$ cat src/rtl/reorder_buffer_pkg.sv
// Shared types and widths for the reorder buffer and the dispatch stage that feeds it.
// Latency: n/a (declarations only).
// Backpressure: n/a.
//
// dispat_info layout, LSB first: isCsr, isSu, isBranch, rd0_reName[RD_W-1:0], pc[63:0].
// rd0_reName is {arch index[4:0], rename slot[RB-1:0]}. Its numeric value is also the
// bit index into the write-back log.
package reorder_buffer_pkg;

  localparam int RB      = 2;              // rename slot bits per architectural register
  localparam int RP      = 1 << RB;        // rename copies per architectural register
  localparam int RD_W    = 5 + RB;         // width of rd0_reName
  localparam int WB_W    = 32 * RP;        // one write-back bit per physical register
  localparam int PC_W    = 64;
  localparam int INFO_DW = PC_W + RD_W + 3;

  localparam int OFS_CSR = 0;
  localparam int OFS_SU  = 1;
  localparam int OFS_BR  = 2;
  localparam int OFS_RD  = 3;
  localparam int OFS_PC  = OFS_RD + RD_W;

  // Field order matches dispat_info bit for bit, so a straight cast unpacks it.
  typedef struct packed {
    logic [PC_W-1:0] pc;
    logic [RD_W-1:0] rd0;
    logic            is_branch;
    logic            is_su;
    logic            is_csr;
  } rob_entry_t;

  // Architectural index of a renamed destination. x0 never waits on write-back.
  function automatic logic [4:0] arch_idx(input logic [RD_W-1:0] rd0);
    return rd0[RD_W-1:RB];
  endfunction

endpackage

$ cat src/rtl/reorder_buffer_rob_ptr.sv
// Wrapping queue pointer with an extra wrap bit; increments on inc, zeroes on clr.
// Latency: new value visible one cycle after inc/clr.
// Backpressure: none; the caller qualifies inc.
// Ports: clk, rst_n (async active-low), inc, clr (has priority over inc), ptr[AW:0].
module rob_ptr #(
  parameter int AW = 4
) (
  input  logic        clk,
  input  logic        rst_n,
  input  logic        inc,
  input  logic        clr,
  output logic [AW:0] ptr
);

  always_ff @(posedge clk or negedge rst_n) begin
    if (!rst_n) begin
      ptr <= '0;
    end else if (clr) begin
      ptr <= '0;
    end else if (inc) begin
      ptr <= ptr + 1'b1;
    end
  end

endmodule

$ cat src/rtl/reorder_buffer.sv
// In-order commit queue: holds dispatched instructions and retires the head once written back/resolved.
// Latency: a pushed entry can retire no earlier than the cycle after the push; commit is combinational from the head.
// Backpressure: reOrder_fifo_full when no slot is free or a flush cycle is in progress; a push that is not accepted is dropped.
// Ports: CLK, RSTn (async active-low); dispat_info/reOrder_fifo_push in, reOrder_fifo_full/empty out;
//        wbLog_qout write-back log; bru_res_vld/bru_mispredict in, bru_res_ack out;
//        commit_vld/pc/rd0, su_commit, csr_commit, flush out.
// Optional: define ROB_PERF_CNT_EN to add perf_commit_cnt[63:0] and perf_flush_cnt[31:0].
module reorder_buffer
  import reorder_buffer_pkg::*;
#(
  parameter int DP = 16,
  parameter int AW = 4
) (
  input  logic               CLK,
  input  logic               RSTn,
  input  logic [INFO_DW-1:0] dispat_info,
  input  logic               reOrder_fifo_push,
  output logic               reOrder_fifo_full,
  output logic               reOrder_fifo_empty,
  input  logic [WB_W-1:0]    wbLog_qout,
  input  logic               bru_res_vld,
  input  logic               bru_mispredict,
  output logic               bru_res_ack,
  output logic               commit_vld,
  output logic [PC_W-1:0]    commit_pc,
  output logic [RD_W-1:0]    commit_rd0,
  output logic               su_commit,
  output logic               csr_commit,
`ifdef ROB_PERF_CNT_EN
  output logic [63:0]        perf_commit_cnt,
  output logic [31:0]        perf_flush_cnt,
`endif
  output logic               flush
);

  logic [AW:0]   rd_ptr;
  logic [AW:0]   wr_ptr;
  logic [AW-1:0] rd_idx;
  logic [AW-1:0] wr_idx;
  logic [DP-1:0] valid;
  rob_entry_t    mem [DP];
  rob_entry_t    head;
  logic          head_vld;
  logic          ptr_full;
  logic          rd_done;
  logic          mispredict;
  logic          push_acc;

  assign rd_idx = rd_ptr[AW-1:0];
  assign wr_idx = wr_ptr[AW-1:0];

  rob_ptr #(.AW(AW)) u_rd_ptr (
    .clk   (CLK),
    .rst_n (RSTn),
    .inc   (commit_vld),
    .clr   (mispredict),
    .ptr   (rd_ptr)
  );

  rob_ptr #(.AW(AW)) u_wr_ptr (
    .clk   (CLK),
    .rst_n (RSTn),
    .inc   (push_acc),
    .clr   (mispredict),
    .ptr   (wr_ptr)
  );

  assign ptr_full           = (wr_ptr[AW] != rd_ptr[AW]) && (wr_idx == rd_idx);
  assign reOrder_fifo_full  = ptr_full | flush;
  assign reOrder_fifo_empty = (wr_ptr == rd_ptr);

  assign head     = mem[rd_idx];
  assign head_vld = valid[rd_idx];

  // Destination x0 has nothing to write back, so stores/CSRs/branches to x0 retire without the log.
  assign rd_done    = (arch_idx(head.rd0) == 5'd0) || wbLog_qout[head.rd0];
  assign commit_vld = head_vld & ~flush & rd_done & (~head.is_branch | bru_res_vld);
  assign mispredict = commit_vld & head.is_branch & bru_mispredict;

  // A full queue still takes a push when the head retires in the same cycle: the freed
  // slot is exactly the one the write pointer lands on. The mispredict edge discards it.
  assign push_acc = reOrder_fifo_push & ~flush & (~ptr_full | commit_vld) & ~mispredict;

  assign bru_res_ack = commit_vld & head.is_branch;
  assign commit_pc   = commit_vld ? head.pc  : '0;
  assign commit_rd0  = commit_vld ? head.rd0 : '0;
  assign su_commit   = commit_vld & head.is_su;
  assign csr_commit  = commit_vld & head.is_csr;

  // Payload carries no reset; the valid vector alone decides what may commit.
  always_ff @(posedge CLK) begin
    if (push_acc) begin
      mem[wr_idx] <= rob_entry_t'(dispat_info);
    end
  end

  // Retire clears before push sets, so a same-slot push at full leaves the slot valid.
  always_ff @(posedge CLK or negedge RSTn) begin
    if (!RSTn) begin
      valid <= '0;
    end else if (mispredict) begin
      valid <= '0;
    end else begin
      if (commit_vld) valid[rd_idx] <= 1'b0;
      if (push_acc)   valid[wr_idx] <= 1'b1;
    end
  end

  always_ff @(posedge CLK or negedge RSTn) begin
    if (!RSTn) begin
      flush <= 1'b0;
    end else begin
      flush <= mispredict;
    end
  end

`ifdef ROB_PERF_CNT_EN
  always_ff @(posedge CLK or negedge RSTn) begin
    if (!RSTn) begin
      perf_commit_cnt <= '0;
      perf_flush_cnt  <= '0;
    end else begin
      if (commit_vld) perf_commit_cnt <= perf_commit_cnt + 64'd1;
      if (flush)      perf_flush_cnt  <= perf_flush_cnt + 32'd1;
    end
  end
`endif

endmodule

$ cat config.mk
export PLATFORM = sky130hd
export DESIGN_NAME = reorder_buffer
export DESIGN_NICKNAME = d
export VERILOG_FILES = /design/src/rtl/reorder_buffer_pkg.sv /design/src/rtl/reorder_buffer_rob_ptr.sv /design/src/rtl/reorder_buffer.sv
export SDC_FILE = /design/constraint.sdc
export NUM_CORES = 1
export LEC_CHECK = 0
export CORE_ASPECT_RATIO = 0.8
export CORE_UTILIZATION = 60
export CTS_BUF_LIST = sky130_fd_sc_hd__clkbuf_8 sky130_fd_sc_hd__clkbuf_16
export DETAILED_ROUTE_END_ITERATION = 7
export PLACE_DENSITY = 0.9
export REMOVE_ABC_BUFFERS = 1
export SETUP_SLACK_MARGIN = 0.15
export SLEW_MARGIN = 5
export SYNTH_ARGS = -nofsm -noshare
export SYNTH_HDL_FRONTEND = slang
export SYNTH_SLANG_ARGS = --single-unit
$ cat constraint.sdc
create_clock -name CLK -period 22.2 [get_ports CLK]
set_input_delay 2.22 -clock CLK [delete_from_list [all_inputs] [get_ports CLK]]
set_output_delay 2.22 -clock CLK [all_outputs]
set_load 0.05 [all_outputs]
==> results of run 1 <==
[state kept, by name, summed over array words and instances, names as in the netlist]
| signal | count |
|---|---|
| mem | 1184 |
| u_rd_ptr.ptr | 5 |
| flush | 1 |
| u_wr_ptr.ptr | 5 |
| valid | 16 |
[final cells by class]
| type | instances | area [um^2] |
|---|---|---|
| flip-flops and latches | 1211 | 36200 |
| inverters | 23 | 91.3 |
| diodes | 3 | 7.51 |
| clock inverters | 90 | 752 |
| repair buffers | 330 | 3180 |
| clock buffers | 109 | 2730 |
| fillers | 4368 | 23500 |
| multi-input cells | 836 | 11400 |
| well taps | 1034 | 1290 |
[power by group through the flow]
stage | clock network, mW | registers [mW] | logic [mW]
2_1_floorplan | 0 | 3.06 | 1.99
6_report | 1.85 | 2.90 | 2.59
3_5_place_dp | 0 | 2.92 | 2.53
3_3_place_gp | 0 | 2.89 | 2.47
4_1_cts | 1.86 | 2.89 | 2.59
5_1_grt | 1.94 | 2.91 | 2.70
[metal layers]
metal | vias up | GRT usage (%) | share of wire (%)
met1 | 12900 | 40.0 | 34
met2 | 1955 | 53.6 | 52
met4 | 20 | 10.7 | 3.2
met5 | - | 0 | 0.099
li1 | 9915 | - | -
met3 | 275 | 7.16 | 11
[layout by cell type (no fill, tap or decap), types with 10 or more instances in the layout]
cell                n
o31ai_1            12
nor2b_1            72
inv_1              39
clkbuf_16         109
buf_4              50
nand2_1            45
edfxtp_1         1184
mux4_2            365
nor2_4             10
nand3_1            41
dfrtp_1            24
nor2_1             28
mux2i_1            20
and3_1             17
a21oi_1            21
clkinv_2           19
clkinv_1           31
o21ai_0            51
clkdlybuf4s50_1   280
[worst register-to-register path, stage by stage (launching register included)]
cell,delay [ns]
dfrtp_4,0.83
buf_4,0.77
buf_4,0.76
mux4_2,0.63
a22o_1,0.28
a221oi_2,0.60
nand2_1,0.42
a31oi_1,0.24
o21ai_0,0.13
a41oi_1,0.48
a2111oi_4,0.17
o31a_1,0.50
or4b_1,0.85
nor2_4,0.88
buf_4,1.00
[worst paths after layout]
path,slack [ns],to,startpoint,cells past startpoint
max,11.26,commit_pc[43],u_rd_ptr.ptr[0]$_DFFE_PN0P_,14
min,0.50,u_rd_ptr.ptr[4]$_DFFE_PN0P_,u_rd_ptr.ptr[4]$_DFFE_PN0P_,1
max reg2reg,13.21,mem[7][25]$_DFFE_PP_,u_rd_ptr.ptr[0]$_DFFE_PN0P_,14
min reg2reg,0.50,u_rd_ptr.ptr[4]$_DFFE_PN0P_,u_rd_ptr.ptr[4]$_DFFE_PN0P_,1
max in group asynchronous,19.97,u_rd_ptr.ptr[1]$_DFFE_PN0P_,RSTn,2
min in group asynchronous,1.93,valid[13]$_DFF_PN0_,RSTn,2
[stage by stage]
step / setup slack (ns) / hold slack, ns / area, um^2
after detailed placement: 11.97 / 0.481 / 52200
final: 11.26 / 0.504 / 55700
after CTS: 11.11 / 0.506 / 55700
after global placement: 12.14 / 0.482 / 52200
after floorplan: 0.557 / 0.455 / 47600
after global routing: 10.73 / 0.533 / 55700
[cell families (layout without fill, tap and decap cells)]
kind of cell / after synthesis / in the layout
AOI/OAI and AO/OA: 152 / 152
xor gates and xnor gates: 5 / 5
adders and majority gates: 8 / 8
buffers and inverters: 152 / 552
DFF: 1211 / 1211
muxes: 399 / 399
other: 0 / 3
and+or+nand+nor: 272 / 272
==> results.yml, run 1 <==
yosys:
  synth_ff_type: "edfxtp_1"
  syn_area_mm2: 0.0482
  yosys.area.top_type: "edfxtp_1"
  ys_top_cells_by_count: "edfxtp_1 (1184), mux4_2 (365), nor2b_1 (72)"
  synth_top_family_by_area: "multiplexers"
  ys_ff_latch: 1211
  synth_most_common_cell: "edfxtp_1"
  synth_xor_area_share_pct: 0.0908
  muxShareOfSynthArea_pct: 17.8
  ys_seq_area_share_pct: 75.1
  synthAdderAreaFrac_pct: 0.208
  async_flop_share_pct: 2.23
  synth_compound_area_share_pct: 2.29
  yosysUniqueCellTypes: 74
  synth_simple_gate_area_share_pct: 3.08
  yosysWarningCount: 0
  syn_area_per_cell_um2: 21.9
  synthTopCellsByArea: "edfxtp_1 (74%), mux4_2 (17%), dfrtp_1 (1.4%)"
  syn_inst: 2199
  synth-edff-count: 1184
  yosysTopAreaCellShare_pct: 73.7
worst_setup_path:
  critical_path_class: "register to output pin"
  slowest_stage: "clkdlybuf4s50_1"
  crit_path_start_kind: "register"
  required_ns: 19.98
  cp-end-kind: "output pin"
  path_delay_family: "buffers and inverters"
  crit_top_cell: "buf_4"
  crit_fanout: 54
  crit_path_cell_trace: "buf_4 -> buf_4 -> mux4_2 -> a22o_1 -> a221oi_2 -> nand2_1 -> a31oi_1 -> o21ai_0 -> a41oi_1 -> a2111o_1 -> nand3_4 -> buf_4 -> nor2b_1 -> clkdlybuf4s50_1"
  critPathArrivalTime_ns: 8.72
  critical_path_buf_inv_count: 4
  cpPeakStageDelay_ns: 0.89
clock_network:
  clk_path_buf_depth: 3
  clkLatencyLatePin_ns: 0.69
  cts_hold_buf: 0
  cts-root-buf: "clkbuf_16"
  clock-sinks: 1211
  cts_tree: "yes"
  cts_setup_buffers: 0
  cts_resized: 0
  cts.clk_slew.worst_paths_ns: 0.06
  numCtsBuffers: 109
  cts_max_level: 3
die:
  coreArea_mm2: 0.0792
  io_pins: 285
  fp-row-count: 92
  die_h_um: 256
  die_x_um: 319
  start_util_pct: 60.9
  dieArea_mm2: 0.0815
power:
  switching_power_mw: 2.54
  power.share.combinational_pct: 35.3
  p_int_mw: 4.80
  seqPwrFrac_pct: 39.5
  power_mw: 7.34
  cellPowerDensity_mw_per_mm2: 132
  swShare_pct: 34.6
  leakagePower_nw: 17.4
  ir_drop_mv: 0.113
  clockPowerShare_pct: 25.3
route:
  drtIter0Drc: 3471
  postRouteAntennaNets: 0
  wl_mm: 127
  routed_via_density: 6.90
  dr.pass1.iters: 7
  drc: 0
  wl_per_cell_um: 34.8
  vias: 25100
sta:
  rsz0062_at_grt: "no"
  final-hold-violation-count: 0
  timing.final.crit_share_pct: 49.3
  slew-limit-headroom_pct: 23.3
  fmax_mhz: 91.4
  period_minus_slack_ns: 10.94
  setup-tns-final_ns: 0
  skew_ns: 0.0280
  finalSetupViolCount: 0
  tightest_slew_ns: 1.15
  drv_slew: 0
cells_and_area:
  layout.nets: 2726
  synthToLayoutAreaGrowth_pct: 15.6
  drive_gt1_share_pct: 23.7
  stdcell_count: 3636
  utilization_pct: 70.4
min_path:
  hold_class: "register to register"
global_route:
  grt.total_usage_pct: 31.3
  overflow: 0
  grt_max_degree: 74
  grt_pass1_vias: 26300
  antenna_found_initial: 14
  grt_pass1_wl_mm: 182
placement:
  dp.cells: 3434
  gp_congestion: 0.922
  dp_hpwl_mm: 62.9
  port_buffers: 280
job:
  maxCapViolations: 0
status:
  status: "finished clean"
No activity file was read; power rests on OpenSTA's default activity.
==> inputs of run 2 (changes only) <==
--- a/config.mk
+++ b/config.mk
@@ -6,10 +6,10 @@
 export NUM_CORES = 1
 export LEC_CHECK = 0
 export CORE_ASPECT_RATIO = 0.8
-export CORE_UTILIZATION = 60
+export CORE_UTILIZATION = 59
 export CTS_BUF_LIST = sky130_fd_sc_hd__clkbuf_8 sky130_fd_sc_hd__clkbuf_16
 export DETAILED_ROUTE_END_ITERATION = 7
-export PLACE_DENSITY = 0.9
+export PLACE_DENSITY = 0.89
 export REMOVE_ABC_BUFFERS = 1
 export SETUP_SLACK_MARGIN = 0.15
 export SLEW_MARGIN = 5
==> constraint.sdc (replaced) <==
create_clock -name CLK -period 11.45 [get_ports CLK]
set_input_delay 1.145 -clock CLK [delete_from_list [all_inputs] [get_ports CLK]]
set_output_delay 1.145 -clock CLK [all_outputs]
set_load 0.05 [all_outputs]
==> results.yml, run 2 (synthesis results as in run 1) <==
worst_setup_path:
  crit_fanout: 61
  critPathArrivalTime_ns: 8.57
  critical_path_class: "register to output pin"
  r2r_slack_ns: 2.78
  required_ns: 10.31
  cp-end-kind: "output pin"
  crit_path_start_kind: "register"
placement:
  dp_hpwl_mm: 63.2
  gp_congestion: 0.914
  dp.cells: 3489
  port_buffers: 280
power:
  leakagePower_nw: 17.5
  ir_drop_mv: 0.187
  power_mw: 14.4
  cellPowerDensity_mw_per_mm2: 257
cells_and_area:
  drive_gt1_share_pct: 24.1
  largest-register: "mem"
  layout.nets: 2725
  largest_register_ffs: 1184
  synthToLayoutAreaGrowth_pct: 16.3
  stdcell_count: 3697
  top_regs: "mem (1184), valid (16)"
  layout_common_cells: "edfxtp_1 (1184), mux4_2 (365), clkdlybuf4s50_1 (280)"
  layout_commonest_cell: "edfxtp_1"
clock_network:
  cts.clk_slew.worst_paths_ns: 0.07
  cts_hold_buf: 0
  clkLatencyLatePin_ns: 0.69
  cts_resized: 0
  clk_path_buf_depth: 3
  cts_setup_buffers: 0
  clock-sinks: 1211
  numCtsBuffers: 111
  cts-root-buf: "clkbuf_16"
  cts_tree: "yes"
  cts_max_level: 3
die:
  start_util_pct: 59.8
  io_pins: 285
  die_h_um: 258
  fp-row-count: 93
  dieArea_mm2: 0.0829
  die_x_um: 322
  coreArea_mm2: 0.0806
global_route:
  grt_max_degree: 128
  grt_pass1_vias: 26500
  antenna_found_initial: 16
  grt_pass1_wl_mm: 183
  grt.total_usage_pct: 31.2
  overflow: 0
route:
  vias: 25300
  routed_via_density: 6.85
  drc: 0
  dr.pass1.iters: 6
  postRouteAntennaNets: 0
  wl_mm: 128
  drtIter0Drc: 3531
  wl_per_cell_um: 34.6
sta:
  fmax_mhz: 103
  finalSetupViolCount: 0
  period_minus_slack_ns: 9.72
  final-hold-violation-count: 0
  timing.final.crit_share_pct: 84.9
  tightest_slew_ns: 1.20
  setup-tns-final_ns: 0
  skew_ns: 0.0321
  slew-limit-headroom_pct: 20.1
  drv_slew: 0
  rsz0062_at_grt: "no"
job:
  maxCapViolations: 0
min_path:
  hold_class: "register to register"
status:
  status: "finished clean"
[run 2: cell count changes in the layout (fill, tap and decap cells not counted), moves of 5 or more]
cell / previous run / this run
buf_4: 50 / 40
clkinv_1: 31 / 22
buf_12: 0 / 7
bufinv_16: 9 / 15
clkbuf_16: 109 / 114
[run 2: area by class of cell]
class | instances | area, um^2
sequential | 1211 | 36200
fill | 4494 | 24600
multi-input combinational | 836 | 11400
timing repair buffer | 327 | 3240
clock buffer | 114 | 2850
tap | 1092 | 1370
clock inverter | 87 | 818
inverter | 23 | 91.3
antenna | 7 | 17.5
[run 2: layer usage]
| metal | vias up | track usage (%) | routed length (um) | part of all wire (%) |
|---|---|---|---|---|
| met1 | 13100 | 39.0 | 43000 | 34 |
| li1 | 9931 | - | - | - |
| met2 | 1911 | 53.6 | 66300 | 52 |
| met3 | 372 | 6.32 | 13100 | 10 |
| met5 | - | 0 | 92 | 0.072 |
| met4 | 16 | 13.3 | 5530 | 4.3 |
[run 2: report_power, final]
| part | internal [mW] | leakage, nW | switching [mW] |
|---|---|---|---|
| Sequential | 5.36 | 11.0 | 0.257 |
| Combinational | 2.00 | 4.62 | 2.99 |
| Clock | 2.14 | 1.86 | 1.65 |
| Total | 9.50 | 17.5 | 4.90 |
[run 2: worst paths after layout]
kind	start	to	cells after the start
setup / recovery	u_rd_ptr.ptr[0]$_DFFE_PN0P_	commit_rd0[6]	14
hold / removal	valid[15]$_DFF_PN0_	valid[15]$_DFF_PN0_	1
setup reg to reg	u_rd_ptr.ptr[0]$_DFFE_PN0P_	mem[5][56]$_DFFE_PP_	13
hold reg to reg	valid[15]$_DFF_PN0_	valid[15]$_DFF_PN0_	1
max in group asynchronous	RSTn	u_rd_ptr.ptr[2]$_DFFE_PN0P_	2
min in group asynchronous	RSTn	flush$_DFF_PN0_	2
[run 2: stage by stage]
step | hold WS (ns) | utilization [%] | cell area (um^2) | setup WS [ns]
floorplan | 0.455 | - | 47600 | -10.19
global placement | 0.469 | 65.0 | 52400 | 2.71
detailed placement | 0.493 | 65.0 | 52400 | 2.44
CTS | 0.507 | 69.5 | 56100 | 1.67
global route | 0.529 | 69.5 | 56100 | 1.36
finish | 0.515 | 69.5 | 56100 | 1.73
[run 2: critical path: stages, from the launching register on]
cell,delay (ns)
dfrtp_4,1.22
buf_4,0.74
mux4_2,0.59
a22o_1,0.28
a221oi_2,0.71
nor2b_1,0.78
o31ai_1,0.17
or4_1,0.56
nand4b_1,0.19
a21o_1,0.21
nand3_4,0.46
buf_4,0.53
inv_1,0.28
and2_1,0.15
clkdlybuf4s50_1,0.79
